<file path="config.mk">
export PLATFORM = sky130hd
export DESIGN_NAME = fifo_umbral
export DESIGN_NICKNAME = d
export VERILOG_FILES = /design/src/rtl/fifo_umbral.sv
export SDC_FILE = /design/constraint.sdc
export NUM_CORES = 1
export LEC_CHECK = 0
export BUFFER_PORTS_ARGS = -buffer_cell sky130_fd_sc_hd__buf_2
export CELL_PAD_IN_SITES_DETAIL_PLACEMENT = 0
export CELL_PAD_IN_SITES_GLOBAL_PLACEMENT = 2
export CORE_ASPECT_RATIO = 1.1
export CORE_UTILIZATION = 44
export DETAILED_ROUTE_END_ITERATION = 7
export GPL_TIMING_DRIVEN = 0
export PLACE_DENSITY_LB_ADDON = 0.1
export SYNTH_ARGS = -nofsm -noshare
export SYNTH_HDL_FRONTEND = slang
export SYNTH_SLANG_ARGS = --single-unit
</file>
<file path="constraint.sdc">
create_clock -name clk -period 5 [get_ports clk]
set_input_delay 0.5 -clock clk [delete_from_list [all_inputs] [get_ports clk]]
set_output_delay 0.5 -clock clk [all_outputs]
set_load 0.03 [all_outputs]
</file>
<file path="src/rtl/fifo_umbral.sv">
// rtl/fifo_umbral.sv - synchronous FIFO with programmable low/high occupancy thresholds
// Optional first-word fall-through read port enabled by defining FIFO_FWFT_EN.
module fifo_umbral #(
  parameter int DATA_WIDTH   = 6,
  parameter int ADDR_WIDTH   = 3,
  parameter int UMBRALES_L_H = 8
) (
  input  logic                    clk,
  input  logic                    reset,
  input  logic                    init,
  input  logic [UMBRALES_L_H-1:0] umbral_LH,
  input  logic                    wr_en,
  input  logic [DATA_WIDTH-1:0]   data_in,
  input  logic                    rd_en,
  output logic [DATA_WIDTH-1:0]   data_out,
  output logic                    valid_out,
  output logic                    empty,
  output logic                    full,
  output logic                    almost_empty,
  output logic                    almost_full,
  output logic [ADDR_WIDTH:0]     fifo_count,
  output logic                    error
);

  localparam int DEPTH = 1 << ADDR_WIDTH;
  localparam int TH_W  = UMBRALES_L_H / 2;
  localparam int CMP_W = (ADDR_WIDTH + 1 > TH_W) ? ADDR_WIDTH + 1 : TH_W;
  localparam logic [ADDR_WIDTH:0] DEPTH_C = (ADDR_WIDTH + 1)'(DEPTH);

  logic [DATA_WIDTH-1:0] mem [DEPTH];
  logic [ADDR_WIDTH-1:0] wr_ptr, rd_ptr;
  logic [ADDR_WIDTH:0]   count;
  logic [TH_W-1:0]       th_low, th_high;
  logic                  rd_acc, wr_acc;

  assign empty        = (count == '0);
  assign full         = (count == DEPTH_C);
  assign almost_empty = (CMP_W'(count) <= CMP_W'(th_low));
  assign almost_full  = (CMP_W'(count) >= CMP_W'(th_high));
  assign fifo_count   = count;

  // A read frees a slot, so a full FIFO can still take a write in the same cycle.
  assign rd_acc = rd_en && !empty;
  assign wr_acc = wr_en && (!full || rd_acc);

  always_ff @(posedge clk) begin
    if (!reset) begin
      wr_ptr  <= '0;
      rd_ptr  <= '0;
      count   <= '0;
      error   <= 1'b0;
      th_low  <= TH_W'(1);
      th_high <= TH_W'(DEPTH - 2);
    end else begin
      if (init) {th_high, th_low} <= umbral_LH;
      if (wr_acc) wr_ptr <= wr_ptr + 1'b1;
      if (rd_acc) rd_ptr <= rd_ptr + 1'b1;
      if (wr_acc && !rd_acc)      count <= count + 1'b1;
      else if (rd_acc && !wr_acc) count <= count - 1'b1;
      if ((wr_en && !wr_acc) || (rd_en && !rd_acc)) error <= 1'b1;
    end
  end

  // Storage is deliberately not cleared by reset.
  always_ff @(posedge clk) begin
    if (reset && wr_acc) mem[wr_ptr] <= data_in;
  end

`ifdef FIFO_FWFT_EN
  assign data_out  = mem[rd_ptr];
  assign valid_out = !empty;
`else
  always_ff @(posedge clk) begin
    if (!reset) begin
      data_out  <= '0;
      valid_out <= 1'b0;
    end else begin
      valid_out <= rd_acc;
      if (rd_acc) data_out <= mem[rd_ptr];
    end
  end
`endif

endmodule

</file>
==> results_dict.tcl, run 1 <==
set metrics [dict create \
    relSlewSlack_pct 20.9 \
    die_area_um2 7460 \
    hold_end "th_high[2]$_SDFFE_PN1P_" \
    antenna_found_initial 0 \
    h-tree-depth 3 \
    rrSetupSlack_ns 2.34 \
    dp.cells 335 \
    dp_hpwl_um 3920 \
    post_drt_wl_per_cell_um 16.5 \
    critical_path_class "reg2reg" \
    nets 297 \
    hold_buffers 0 \
    synth_area_um2 3130 \
    fin_skew_ns 0.0167 \
    maxCapViolations 0 \
    whs_ns 0.378 \
    cp_max_fo 8 \
    cpLargestDelayFamily "compound AO/OA/AOI/OAI gates" \
    worst_setup_path_start_kind "flop" \
    root_buffer "clkbuf_8" \
    synth_nets 253 \
    yosysSeqAreaShare_pct 62.6 \
    cts_tree "yes" \
    cts_buffers 9 \
    gr-total-overflow 0 \
    grt_max_degree 14 \
    stdcell_count 351 \
    pin_count 35 \
    first_iter_violations 61 \
    tightest_slew_ns 1.18 \
    synthCells 220 \
    clockBufferDepth 2 \
    place_congestion 0.712 \
    p_per_area_nw_per_um2 490 \
    cpPeakStageDelay_ns 0.46 \
    endpoint_kind "flop" \
    cp_data_required_time_ns 5.27 \
    worstReg2RegStart "fifo_count[1]$_SDFFE_PN0P_" \
    use_met2_pct 26.8 \
    path_buf_inv 2 \
    hold_path_class "in2reg" \
    worstPathArrival_ns 2.93 \
    stdcell_area_um2 3610 \
    vias 1809 \
    postPlaceCellArea_um2 3410 \
    fin_util_pct 53.4 \
    fp.dieH_um 90.5 \
    rsz0062_at_grt "false" \
    syn2layout_area_growth_pct 15.1 \
    met3_usage_pct 4.04 \
    postCtsSetupBuffers 0 \
    synth_area_per_cell_um2 14.2 \
    dr.pass1.iters 4 \
    route.detailed.drc 0 \
    ys_seq_elements 74 \
    yosysUniqueCellTypes 38 \
    period_share_pct 53.2 \
    min_from "umbral_LH[6]" \
    tns_ns 0 \
    viasPerCell 5.15 \
    diodes 0 \
    drive_above_1_share_pct 26.0 \
    r2r_cells 10 \
    track_usage_pct 17.5 \
    io_buffer_count 33 \
    status "finished, final reports clean" \
    hold_violations 0 \
    ctsResizeCount 0 \
    finalMaxSlewViolations 0 \
    clk_pin_slew_ns 0.08 \
    grt_use_met1_pct 23.8 \
    clock_latency_ns 0.34 \
    whs_path_depth 3 \
    core_area_um2 6750 \
    setup_viol 0 \
    max_freq_mhz 376 \
    rr_endpoint "fifo_count[3]$_SDFFE_PN0P_" \
    grt_pass1_wl_um 9160 \
    die_w_um 82.5 \
    cts_num_sinks 74 \
    yosys_warnings 0 \
    top_usage_layer "met2" \
    worst_path_max_delay_cell "or3_4" \
    start_util_pct 46.4 \
    antenna_left 0 \
    wirelength_um 5780 \
    vdd_drop_max_v 0.000270 \
    crit_chain "or3_4 -> o21ai_4 -> inv_1 -> ha_1 -> inv_1 -> ha_1 -> a21oi_1 -> a211oi_1 -> a31oi_1 -> mux2i_1" \
    grt_pass1_vias 1796 \
    num_rows 31 \
    p_leak_nw 1.37 \
    period_minus_slack_ns 2.66 \
]
## worst register-to-register path, stage by stage (launching register included)
cell	delay (ns)
dfxtp_1	0.42
or3_4	0.46
o21ai_4	0.27
inv_1	0.12
ha_1	0.21
inv_1	0.13
ha_1	0.28
a21oi_1	0.20
a211oi_1	0.10
a31oi_1	0.20
mux2i_1	0.19
## Yosys cell counts
| library cell | number | area share (%) |
|---|---|---|
| xnor2_1 | 5 | 1.4 |
| nand2_1 | 16 | 1.9 |
| o211ai_2 | 1 | 0.40 |
| and2_1 | 7 | 1.4 |
| edfxtp_1 | 48 | 46 |
| or3_4 | 1 | 0.36 |
| o211ai_1 | 2 | 0.48 |
| o41a_2 | 1 | 0.40 |
| nand3b_1 | 1 | 0.24 |
| o21ai_4 | 1 | 0.52 |
| or3b_2 | 1 | 0.28 |
| mux4_2 | 12 | 8.6 |
| xor2_1 | 1 | 0.28 |
| inv_1 | 11 | 1.3 |
| mux2i_1 | 8 | 2.6 |
| nor4_1 | 2 | 0.40 |
| buf_4 | 1 | 0.24 |
| nand4_1 | 1 | 0.20 |
| nor3_1 | 4 | 0.64 |
| o21a_1 | 3 | 0.72 |
| clkbuf_1 | 5 | 0.60 |
| a21o_1 | 3 | 0.72 |
| nor2b_1 | 7 | 1.4 |
| buf_6 | 1 | 0.36 |
| o22ai_1 | 6 | 1.2 |
| dfxtp_1 | 26 | 17 |
| ha_1 | 13 | 5.2 |
| a211oi_1 | 1 | 0.24 |
| o21ai_0 | 8 | 1.3 |
| a21boi_0 | 1 | 0.24 |
| a21boi_1 | 1 | 0.24 |
| nand3_1 | 2 | 0.32 |
| a31oi_1 | 1 | 0.20 |
| nand2b_1 | 3 | 0.60 |
| buf_2 | 1 | 0.16 |
| fa_1 | 1 | 0.64 |
| nor2_1 | 11 | 1.3 |
| a21oi_1 | 2 | 0.32 |
## registers in the layout, indices dropped and copies added (netlist names)
register    cells
error           1
th_low          4
rd_ptr          3
data_out        6
th_high         4
fifo_count      4
wr_ptr          3
valid_out       1
mem            48
## metrics by stage
stage               worst slack, ns  total power [mW]
finish                         2.34              1.77
detailed placement             2.34              1.33
global route                   2.16              1.87
floorplan                      2.45              1.19
global placement               2.27              1.33
CTS                            2.31              1.78
## per-layer routing
layer	part of all wire, %	vias up	routed length (µm)
met2	46	36	2680
li1	-	900	-
met4	1.6	0	90
met3	3.3	8	191
met1	49	865	2820
met5	0	-	0
## kinds of logic after synthesis
group / count (synthesis) / share of synthesized area (%)
flops: 74 / 62.6
simple gates: 56 / 9.07
compound gates: 31 / 6.95
mux: 20 / 11.2
buf+inv: 19 / 2.68
fa+ha+maj: 14 / 5.83
xor+xnor: 6 / 1.68
## cell usage in the layout, fill, tap and decap left out, types with 7 or more instances in the layout
master,synthesis,layout
nor2_1,11,11
dfxtp_1,26,26
and2_1,7,7
nand2_1,16,16
o21ai_0,8,8
mux2i_1,8,8
inv_1,11,11
nor2b_1,7,7
mux4_2,12,12
edfxtp_1,48,48
buf_2,1,34
ha_1,13,13
clkbuf_8,0,9
## how the worst max path moves through the flow
stage,slack [ns],cells after the start,end,start
after floorplan,2.45,5,almost_empty,fifo_count[1]$_SDFFE_PN0P_
after global placement,2.27,4,mem[1][2]$_DFFE_PP_,reset
after detailed placement,2.34,10,fifo_count[3]$_SDFFE_PN0P_,fifo_count[1]$_SDFFE_PN0P_
after CTS,2.31,10,fifo_count[3]$_SDFFE_PN0P_,fifo_count[1]$_SDFFE_PN0P_
after global routing,2.16,10,fifo_count[3]$_SDFFE_PN0P_,fifo_count[1]$_SDFFE_PN0P_
final,2.34,10,fifo_count[3]$_SDFFE_PN0P_,fifo_count[1]$_SDFFE_PN0P_
## final cells by class
cell class	count	area [µm²]
clock buffer	10	128
clock inverter	6	65.1
buffer	8	42.5
sequential	74	1960
inverter	11	41.3
fill	599	3140
multi-input combinational	127	1100
timing repair buffer	33	165
tap	82	103
## power breakdown
group / internal (mW) / leakage [nW] / switching (mW) / total (mW)
registers: 0.708 / 0.648 / 0.0573 / 0.765
clock network: 0.231 / 0.0928 / 0.224 / 0.455
logic: 0.235 / 0.626 / 0.312 / 0.547
Power figures use the tool's default switching activity.
==> inputs of run 2 (changes only) <==
Settings changed: CORE_UTILIZATION 44 to 37.
Clock period 5 ns to 2.4 ns, I/O delays scaled along.
==> run 2 against run 1 <==
Net effect: worst hold slack lost 0.26 ns; non-clock buffer count grew 3; register-to-register slack lost 2.3 ns; clock power grew 140%; combinational power grew 120%; critical endpoint unchanged; highest routed layer unchanged; routed wire length grew 14%; flip-flop and latch count is the same; die area grew 18%; final cell count grew 8.3%; via count grew 4.9%.
==> results_dict.tcl, run 2 (synthesized netlist as in run 1, its figures left out) <==
set metrics [dict create \
    status "finished, final reports clean" \
    largest_reg_flops 48 \
    layout.area.seq_um2 1970 \
    gr-total-overflow 0 \
    nets 300 \
    vias 1897 \
    vdd_drop_max_v 0.000373 \
    grt_pass1_wl_um 10500 \
    nFillCells 733 \
    num_rows 34 \
    path_buf_inv 3 \
    whs_ns 0.113 \
    setup_viol 0 \
    dp.cells 363 \
    endpoint_kind "flop" \
    crit_chain "o41a_4 -> buf_6 -> inv_1 -> ha_2 -> inv_2 -> ha_4 -> a21oi_2 -> a211oi_1 -> a31oi_1 -> mux2i_1" \
    top_register "mem" \
    h-tree-depth 3 \
    first_iter_violations 68 \
    fp.dieH_um 98.5 \
    dr.pass1.iters 4 \
    worst_path_max_delay_cell "o41a_4" \
    final_cell_mix "48 x edfxtp_1, 34 x buf_2, 22 x dfxtp_1" \
    root_buffer "clkbuf_8" \
    critical_path_class "reg2reg" \
    p_per_area_nw_per_um2 1040 \
    io_buffer_count 33 \
    grt_pass1_vias 1934 \
    die_area_um2 8840 \
    p_total_mw 3.88 \
    place_congestion 0.711 \
    clockBufferDepth 2 \
    antenna_found_initial 0 \
    rsz0062_at_grt "true" \
    cts_buffers 9 \
    multiInputGateArea_um2 1140 \
    core_area_um2 8040 \
    wirelength_um 6600 \
    relSlewSlack_pct 19.2 \
    post-place-ws_ns -0.180 \
    cpLargestDelayFamily "compound AO/OA/AOI/OAI gates" \
    hold_path_class "in2reg" \
    dp_hpwl_um 4330 \
    worstPathArrival_ns 2.61 \
    grt_max_degree 14 \
    cpPeakStageDelay_ns 0.52 \
    viasPerCell 4.99 \
    period_share_pct 97.4 \
    cp_data_required_time_ns 2.68 \
    fin_skew_ns 0.00792 \
    cts_tree "yes" \
    syn2layout_area_growth_pct 19.3 \
    stdcell_count 380 \
    die_w_um 89.7 \
    post_drt_wl_per_cell_um 17.4 \
    clk_pin_slew_ns 0.08 \
    finalMaxSlewViolations 0 \
    hold_violations 0 \
    final_common_cell "edfxtp_1" \
    tightest_slew_ns 1.20 \
    period_minus_slack_ns 2.34 \
    diodes 0 \
    track_usage_pct 16.2 \
    start_util_pct 39.0 \
    top_regs "mem (48), data_out (6)" \
    layout_setup_ws_ns 0.0618 \
    antenna_left 0 \
    p_leak_nw 1.40 \
    cp_max_fo 10 \
    max_freq_mhz 428 \
    drive_above_1_share_pct 30.9 \
    clock_latency_ns 0.35 \
    fin_util_pct 46.5 \
    maxCapViolations 0 \
    worst_setup_path_start_kind "flop" \
    route.detailed.drc 0 \
    pin_count 35 \
    cts_num_sinks 74 \
]
## run 2: cell types whose count changed in the layout (fill, tap and decap cells not counted), moves of 3 or more
cell | previous run | this run
nor3_2 | 0 | 3
buf_4 | 1 | 4
dfxtp_2 | 0 | 3
dfxtp_1 | 26 | 22
nor3_1 | 4 | 1
## run 2: cell type report
class                      count  area share [%]
sequential                    74            52.7
tap                          108            3.62
multi-input combinational    127            30.6
buffer                         8            1.14
timing repair buffer          36            5.02
clock inverter                 6            2.44
inverter                      11            1.10
clock buffer                  10            3.41
## run 2: final timing paths
kind	startpoint	endpoint	slack, ns	cells after the start
setup reg to reg	fifo_count[3]$_SDFFE_PN0P_	fifo_count[3]$_SDFFE_PN0P_	0.06	10
hold reg to reg	error$_SDFFE_PN0P_	error$_SDFFE_PN0P_	0.47	1
setup / recovery	fifo_count[3]$_SDFFE_PN0P_	fifo_count[3]$_SDFFE_PN0P_	0.06	10
hold / removal	umbral_LH[0]	th_low[0]$_SDFFE_PN1P_	0.11	3
## run 2: metal layers
layer  share of wire (%)  track usage (%)
met5                   0                0
met4                 1.8             7.31
met3                 3.2             3.63
met2                  45             25.3
met1                  50             21.6
## run 2: tightest hold or removal path, stage by stage
cell and delay [ns]:
buf_2 0.07, mux2i_1 0.05, nand2_1 0.06
## run 2: where the power goes
| group | internal, mW | leakage (nW) | switching (mW) |
|---|---|---|---|
| clock network | 0.590 | 0.110 | 0.487 |
| registers | 1.48 | 0.650 | 0.138 |
| logic | 0.516 | 0.643 | 0.668 |
## run 2: stage by stage
stage	cell area, µm²	setup TNS, ns
final	3740	0
after global routing	3740	-0.110
after CTS	3720	0
after detailed placement	3470	-0.180
after global placement	3440	-3.26
after floorplan	3140	0
## run 2: what timing repair did
item,CTS,global route
resized for setup,4,5
hold endpoints to repair,0,0
setup endpoints to repair,1,16
setup buffers,1,0
pin swaps,1,0
hold buffers,0,0
